--- src/rtl/rggen_address_decoder.sv ---
// rggen_address_decoder
//   Matches one 32-bit register slot against an APB byte address. The two low
//   address bits are ignored, so any byte offset within the word hits.
// Parameters:
//   ADDRESS_WIDTH  width of the incoming byte address
//   BASE_ADDRESS   byte address of slot 0 (word aligned)
//   INDEX          slot number this instance recognises
// Ports:
//   i_address      byte address under decode
//   o_match        1 when the address falls in slot INDEX
module rggen_address_decoder #(
   parameter int unsigned ADDRESS_WIDTH = 8,
   parameter int unsigned BASE_ADDRESS  = 0,
   parameter int unsigned INDEX         = 0
) (
   input  logic [ADDRESS_WIDTH-1:0] i_address,
   output logic                     o_match
);

   localparam int unsigned WORD_INDEX = (BASE_ADDRESS >> 2) + INDEX;

   logic [31:0] word_address;
   logic        unused_byte_offset;

   // Compare at 32 bits so a slot beyond the address range never aliases.
   assign word_address       = 32'(i_address[ADDRESS_WIDTH-1:2]);
   assign o_match            = (word_address == WORD_INDEX);
   assign unused_byte_offset = ^i_address[1:0];

endmodule

--- src/rtl/rggen_apb_bit_field_bridge.sv ---
// rggen_apb_bit_field_bridge
//   APB slave that fans accesses out to REGISTERS bit-field slots. Every
//   transfer takes one wait state: the access cycle strobes the addressed
//   slot, the following cycle returns pready with captured read data or an
//   error for an unmapped address.
// Ports:
//   i_clk, i_rst_n                 clock, asynchronous active-low reset
//   i_psel/i_penable/i_pwrite      APB control
//   i_paddr, i_pstrb, i_pwdata     APB address, byte strobes, write data
//   o_pready/o_pslverr/o_prdata    APB response
//   o_bit_field_valid              per-slot access strobe (access cycle only)
//   o_bit_field_read_mask          per-slot read mask, slot n at [n*WIDTH +: WIDTH]
//   o_bit_field_write_mask         per-slot write mask from byte strobes
//   o_bit_field_write_data         per-slot write data
//   i_bit_field_read_data          per-slot read data
module rggen_apb_bit_field_bridge #(
   parameter int unsigned ADDRESS_WIDTH = 8,
   parameter int unsigned BASE_ADDRESS  = 0,
   parameter int unsigned REGISTERS     = 4,
   parameter int unsigned WIDTH         = 32
) (
   input  logic                         i_clk,
   input  logic                         i_rst_n,
   input  logic                         i_psel,
   input  logic                         i_penable,
   input  logic                         i_pwrite,
   input  logic [ADDRESS_WIDTH-1:0]     i_paddr,
   input  logic [3:0]                   i_pstrb,
   input  logic [31:0]                  i_pwdata,
   output logic                         o_pready,
   output logic                         o_pslverr,
   output logic [31:0]                  o_prdata,
   output logic [REGISTERS-1:0]         o_bit_field_valid,
   output logic [REGISTERS*WIDTH-1:0]   o_bit_field_read_mask,
   output logic [REGISTERS*WIDTH-1:0]   o_bit_field_write_mask,
   output logic [REGISTERS*WIDTH-1:0]   o_bit_field_write_data,
   input  logic [REGISTERS*WIDTH-1:0]   i_bit_field_read_data
);

   localparam logic STATE_IDLE    = 1'b0;
   localparam logic STATE_RESPOND = 1'b1;

   typedef enum logic {
      StIdle    = STATE_IDLE,
      StRespond = STATE_RESPOND
   } state_e;

   state_e             state_q, state_d;
   logic               slverr_q, slverr_d;
   logic [31:0]        rdata_q, rdata_d;
   logic [REGISTERS-1:0] hit;
   logic               access;
   logic [WIDTH-1:0]   strobe_mask;
   logic [WIDTH-1:0]   read_sel;
   logic               unused_inputs;

   for (genvar g = 0; g < REGISTERS; g++) begin : g_decoder
      rggen_address_decoder #(
         .ADDRESS_WIDTH (ADDRESS_WIDTH),
         .BASE_ADDRESS  (BASE_ADDRESS),
         .INDEX         (g)
      ) u_decoder (
         .i_address (i_paddr),
         .o_match   (hit[g])
      );
   end

   for (genvar b = 0; b < WIDTH; b++) begin : g_strobe
      assign strobe_mask[b] = i_pstrb[b/8];
   end

   assign unused_inputs = ^{i_pwdata, i_pstrb};

   // Reset gates the access so bit-field outputs clear asynchronously too.
   assign access            = i_rst_n && i_psel && i_penable && (state_q == StIdle);
   assign o_bit_field_valid = access ? hit : '0;

   always_comb begin
      o_bit_field_read_mask  = '0;
      o_bit_field_write_mask = '0;
      o_bit_field_write_data = '0;
      read_sel               = '0;
      for (int n = 0; n < REGISTERS; n++) begin
         if (o_bit_field_valid[n]) begin
            if (i_pwrite) begin
               o_bit_field_write_mask[n*WIDTH +: WIDTH] = strobe_mask;
               o_bit_field_write_data[n*WIDTH +: WIDTH] = i_pwdata[WIDTH-1:0];
            end else begin
               o_bit_field_read_mask[n*WIDTH +: WIDTH] = '1;
               read_sel                                = i_bit_field_read_data[n*WIDTH +: WIDTH];
            end
         end
      end
   end

   always_comb begin
      state_d  = state_q;
      slverr_d = slverr_q;
      rdata_d  = rdata_q;
      unique case (state_q)
         StIdle: begin
            if (access) begin
               state_d  = StRespond;
               slverr_d = ~|hit;
               rdata_d  = i_pwrite ? 32'd0 : 32'(read_sel);
            end
         end
         StRespond: begin
            // Always one response cycle; psel dropping early changes nothing.
            state_d  = StIdle;
            slverr_d = 1'b0;
            rdata_d  = '0;
         end
         default: begin
            state_d  = StIdle;
            slverr_d = 1'b0;
            rdata_d  = '0;
         end
      endcase
   end

   always_ff @(posedge i_clk or negedge i_rst_n) begin
      if (!i_rst_n) begin
         state_q  <= StIdle;
         slverr_q <= 1'b0;
         rdata_q  <= '0;
      end else begin
         state_q  <= state_d;
         slverr_q <= slverr_d;
         rdata_q  <= rdata_d;
      end
   end

   assign o_pready  = (state_q == StRespond);
   assign o_pslverr = o_pready & slverr_q;
   assign o_prdata  = o_pready ? rdata_q : '0;

endmodule

--- config.mk ---
export PLATFORM = sky130hd
export DESIGN_NAME = rggen_apb_bit_field_bridge
export DESIGN_NICKNAME = d
export VERILOG_FILES = /design/src/rtl/rggen_address_decoder.sv /design/src/rtl/rggen_apb_bit_field_bridge.sv
export SDC_FILE = /design/constraint.sdc
export NUM_CORES = 1
export LEC_CHECK = 0
export ABC_AREA = 1
export BUFFER_PORTS_ARGS = -buffer_cell sky130_fd_sc_hd__buf_4
export CAP_MARGIN = 10
export CORE_AREA = 2 2 236 238
export CTS_BUF_LIST = sky130_fd_sc_hd__clkbuf_8
export CTS_CLUSTER_SIZE = 14
export DETAILED_ROUTE_END_ITERATION = 8
export DIE_AREA = 0 0 238 240
export SLEW_MARGIN = 20
export SYNTH_ARGS = -nofsm -noshare
export SYNTH_HDL_FRONTEND = slang
export SYNTH_SLANG_ARGS = --single-unit
--- constraint.sdc ---
create_clock -name i_clk -period 8.5 [get_ports i_clk]
set_clock_uncertainty 0.2 [all_clocks]
set_input_delay 1.275 -clock i_clk [delete_from_list [all_inputs] [get_ports i_clk]]
set_output_delay 1.275 -clock i_clk [all_outputs]
set_load 0.02 [all_outputs]
# --- Yosys cells after proc, flatten, opt, wreduce, memory -nomap -nowiden ---
# Cells that the tools add are included.
op_classes:
  add_sub_neg: 0
  n_mul: 0
  n_div: 0
  order_cmp: 0
  n_eq_ne: 4
  shift: 0
  muxes: 28
  n_bitwise: 2
  reduce_logical: 6
ops:
  columns: ["operator", "count"]
  rows:
  - ["two-way mux 32 bit", 22]
  - ["one-hot mux 32 bit (2 select lines)", 1]
  - ["logical NOT 32 bit", 1]
  - ["equality test 6 x 2 -> 1 bit (second input constant)", 2]
  - ["equality test 6 x 1 -> 1 bit (second input constant)", 1]
  - ["two-way mux 4 bit", 1]
  - ["one-hot mux 1 bit (2 select lines)", 2]
  - ["OR reduction 4 bit", 1]
  - ["logical AND 1 bit", 3]
  - ["two-way mux 1 bit", 2]
  - ["!= test 2 bit (second input constant)", 1]
  - ["bitwise AND 1 bit", 1]
  - ["logical NOT 1 bit", 1]
  - ["NOT 1 bit", 1]
word_totals:
  regBits: 34
  latch_bits: 0
  ram_bits: 0
  mem_bits_ro: 0
  input_bits: 177
  wordCells: 43
  n_memories: 0

# --- Logic depth before layout (Yosys ltp) ---
depth:
  word_depth: 11
  mapped_depth: 11
  ltp_nobuf: 9

# --- By module ---
# From an unflattened synthesis, not the netlist that was laid out.
unflattened:
  hier_cells: 971
  hier_area_um2: 5649.2
modules_own_cells:
  columns: ["module", "n_inst", "cells_each", "area_per_inst_um2", "seq_area_each_um2"]
  rows:
  - ["rggen_apb_bit_field_bridge", 1, 949, 5556.6, 850.8]
  - ["rggen_address_decoder at g_decoder[1].u_decoder ...", 2, 6, 25.0, 0.0]
  - ["rggen_address_decoder at g_decoder[0].u_decoder ...", 2, 5, 21.3, 0.0]

# --- Worst setup path after synthesis ---
# Ideal clock, no wire load.
synth_timing:
  path_kind: "input to output"
  start: "input port i_paddr[2]"
  end: "output port o_bit_field_read_mask[65]"
  arrival_time_ns: 3.715
  slack_ns: 3.310
  stages: 7
  path_buffers: 2
  path_cell_list: "buf_2 > inv_1 > nand3_1 > nor3_2 > inv_2 > nor2_1 > buf_4"
synth_between:
  elab_chain_cells: 3
synth_rtl:
  columns: ["item", "line_no", "source"]
  rows:
  - ["start, declared", "rggen_apb_bit_field_bridge.sv:27", "input logic [ADDRESS_WIDTH-1:0] i_paddr,"]
  - ["equality test 6 x 2 -> 1 bit", "rggen_address_decoder.sv:27", "assign o_match = (word_address == WORD_INDEX);"]
  - ["two-way mux 4 bit", "rggen_apb_bit_field_bridge.sv:76", "assign o_bit_field_valid = access ? hit : '0;"]
  - ["named net o_bit_field_valid[2]", "rggen_apb_bit_field_bridge.sv:33", "output logic [REGISTERS-1:0] o_bit_field_valid,"]
  - ["two-way mux 32 bit", "rggen_apb_bit_field_bridge.sv:84", "if (o_bit_field_valid[n]) begin"]
  - ["end, declared", "rggen_apb_bit_field_bridge.sv:34", "output logic [REGISTERS*WIDTH-1:0] o_bit_field_read_mask,"]
# The timed path passes the listed nets, and every way through them passes these cells.

# --- Final worst setup path ---
layout_timing:
  start: "input port i_rst_n"
  end: "output port o_bit_field_write_mask[39]"
layout_between:
  elab_chain_cells: 5
layout_rtl:
  columns: ["item", "line_no", "source"]
  rows:
  - ["start, declared", "rggen_apb_bit_field_bridge.sv:23", "input logic i_rst_n,"]
  - ["logical AND 1 bit (3 in series)", "rggen_apb_bit_field_bridge.sv:75", "assign access = i_rst_n && i_psel && i_penable && (state_q == StIdle);"]
  - ["two-way mux 4 bit", "rggen_apb_bit_field_bridge.sv:76", null]
  - ["two-way mux 32 bit", "rggen_apb_bit_field_bridge.sv:84", null]
  - ["end, declared", "rggen_apb_bit_field_bridge.sv:35", "output logic [REGISTERS*WIDTH-1:0] o_bit_field_write_mask,"]
# No other way between the ends.

==> flow_summary_export.csv <==
group,metric,value,unit
run_status,run_status,"completed",
pwr,p_int,0.285,mW
global_route,grt_start_max_net_pins,41,
timing,tns,0,ns
cts,cts_tree,"built",
setup_path,path_buf_inv,3,
pwr,swShare,31.1,%
timing,hold_violations,0,
setup_path,crit_start,"i_rst_n",
cts,root_buffer,"clkbuf_8",
routing,detailroute.via_count,6546,
layout,fillers,6382,
setup_path,ff2ff_setup_slack,5.37,ns
cts,postCtsHoldBufs,0,
logic_synthesis,yosys.area_share.simple,37.0,%
pwr,p_leak,5.09,nW
global_route,overflow,0,
routing,vias_per_cell,3.40,
min_path,hold_class,"reg2reg",
routing,wirelength,30500,um
timing,grt_setup_unrepaired,"no",
cts,postCtsResizedCells,0,
timing,post-route-period-util,70.5,%
timing,fmax,0.167,GHz
layout,drive_gt1_share,51.8,%
floorplan,dieArea,0.0571,mm^2
global_route,antenna_found_initial,4,
timing,hold_slack,0.284,ns
setup_path,crit_type,"in2out",
logic_synthesis,ys_warn_count,0,
cts,clkSlewWorstSetupHoldPaths,0.08,ns
min_path,hp-start,"rdata_q[2]$_DFFE_PN0P_",
floorplan,start_util,9.65,%
floorplan,fp-row-count,86,
floorplan,die_w,238,um
layout,final_core_util,16.2,%
setup_path,critPathMaxStageDelay,0.79,ns
layout,syn2layout_area_growth,67.5,%
logic_synthesis,yosys.area_share.adder,0,%
pwr,total_power,0.414,mW
setup_path,crit_arrival,4.52,ns
cts,cts_inserted_buffers,5,
setup_path,end_kind,"output port",
place,gp_congestion,0.726,
layout,nets,1397,
floorplan,die_y,240,um
setup_path,r2r_cells,7,
setup_path,crit_required,7.03,ns
logic_synthesis,ys_seq_area_share,16.1,%
logic_synthesis,synth_compound_area_share,5.41,%
logic_synthesis,yosysUniqueCellTypes,18,
pwr,ir_drop,0.0404,mV
routing,first_pass_iters,4,
global_route,grt_pass1_vias,5678,
routing,ant_nets,0,
logic_synthesis,syn_area_per_cell,5.90,um^2
logic_synthesis,synth-seq-cells,34,
setup_path,slowest_stage,"nor2_4",
layout,instances_no_fill,1926,
place,portBuffers,596,
cts,cts.sinks,34,
logic_synthesis,synthCells,894,
timing,slew_viol_final,0,
timing,finalSetupViolations,0,
floorplan,io_pins,599,
pwr,powerDensity,46.9,mW/mm^2
min_path,whs_path_depth,2,
min_path,min_to,"rdata_q[2]$_DFFE_PN0P_",
timing,worstMarginPinSlew,1.04,ns
logic_synthesis,synth_top_family_by_area,"buffers and inverters",
logic_synthesis,synth_xor_area_share,0,%
timing,relSlewSlack,30.4,%
cts,clock_latency,0.30,ns
routing,drt_first_iter_violations,238,
setup_path,r2r_end,"rdata_q[7]$_DFFE_PN0P_",
setup_path,cp-start-kind,"primary input",
cts,post_cts.repair.setup_buffers,0,
routing,drc,0,
routing,avgRoutedWirePerCell,15.8,um
timing,min_period,5.99,ns
setup_path,rr_startpoint,"o_pready$_DFF_PN0_",
cts,htree_levels,2,
cts,clk_path_buf_depth,2,
job,cap_violations,0,
pwr,power_frac_comb,28.7,%
setup_path,cp_top_family,"simple AND/OR/NAND/NOR gates",
setup_path,crit_path_frequent_cell,"buf_4",
logic_synthesis,synth_mux_area_share,0,%
place,dp_cells,1917,
global_route,grt_usage,9.54,%
setup_path,crit_chain,"buf_4 > nand3_1 > nor2_4 > nand2_4 > buf_4 > nor2_1 > buf_4",
pwr,p_seq_share,39.5,%
global_route,grt_pass1_wl,39800,um
logic_synthesis,synthesis.nets,1071,
setup_path,crit_fanout,36,
pwr,clkPwrFrac,31.8,%
floorplan,core_area,0.0547,mm^2
logic_synthesis,synthesis.area,0.00527,mm^2
place,hpwl,25000,um
pwr,switchingPower,0.129,mW
==> cell type report <==
type                       count  area, um^2  share of cell area [%]
antenna                        1        2.50                  0.0283
clock buffer                   6        82.6                   0.935
inverter                      45         169                    1.91
sequential                    34         851                    9.63
clock inverter                 2        8.76                  0.0992
multi-input combinational    525        2270                    25.7
tap                          704         881                    9.97
timing repair buffer         609        4570                    51.8
==> logic make-up (layout without fill, tap and decap cells) <==
logic type      count (synthesis)  in the layout
simple gates                  492            492
buf+inv                       335            662
flops                          34             34
compound gates                 33             33
other cells                     0              1
==> sequential cells by signal, summed over array words and instances (netlist names) <==
| signal | count |
|---|---|
| slverr_q | 1 |
| rdata_q | 32 |
| o_pready | 1 |
==> tightest hold or removal path, cell delays in order (launching register included) <==
cell     delay (ns)
dfrtp_1        0.35
nand2_1        0.06
nand2_1        0.05
==> cells in the final DEF (no fill, tap or decap) <==
cell,count
nand2_1,202
nor3_2,1
clkbuf_8,6
nor3_1,1
inv_1,39
or2_1,1
nor2_4,3
dfrtp_1,34
nand3_1,67
diode_2,1
inv_2,7
nor2_2,4
clkinv_2,1
o21ai_0,1
nand2_4,1
buf_4,609
o2111ai_1,32
nor2_1,212
==> synthesized netlist by cell type <==
library cell	instances	share of area [%]
o2111ai_1	32	5.3
inv_2	7	0.50
nor2_1	216	15
buf_1	9	0.64
buf_2	15	1.4
nand2_1	203	14
nor3_2	1	0.19
nor2_4	1	0.21
inv_1	38	2.7
dfrtp_1	34	16
buf_4	236	34
o21ai_0	1	0.095
nand3_1	67	6.4
nor2_2	2	0.24
nor3_1	1	0.095
or2_1	1	0.12
buf_6	3	0.64
clkbuf_1	27	1.9
==> worst max-delay path by stage <==
stage                                       endpoint  cells past startpoint
after floorplan            o_bit_field_read_mask[65]                      7
after global placement     o_bit_field_read_mask[46]                      6
after detailed placement   o_bit_field_read_mask[46]                      6
after CTS                  o_bit_field_read_mask[46]                      6
after global routing      o_bit_field_write_mask[33]                      7
final                     o_bit_field_write_mask[39]                      7
==> layer usage <==
layer	GRT usage [%]	vias to the layer above	share of wire [%]
li1	-	3176	-
met1	10.7	2974	37
met2	18.2	369	53
met3	2.48	23	8.9
met4	1.70	4	1.5
met5	0	-	0.069
==> through the flow <==
step           cell area (um^2)  setup WS [ns]
2_1_floorplan              5270           3.31
3_3_place_gp               8730           2.39
3_5_place_dp               8730           2.35
4_1_cts                    8820           2.35
5_1_grt                    8830           2.20
6_report                   8830           2.51
==> power groups by stage <==
| stage | clock network [mW] | registers, mW | logic [mW] |
|---|---|---|---|
| floorplan | 0 | 0.167 | 0.0345 |
| global placement | 0 | 0.167 | 0.120 |
| detailed placement | 0 | 0.167 | 0.120 |
| CTS | 0.140 | 0.164 | 0.121 |
| global route | 0.145 | 0.164 | 0.129 |
| finish | 0.132 | 0.164 | 0.119 |
(Power assumes the default switching activity.)
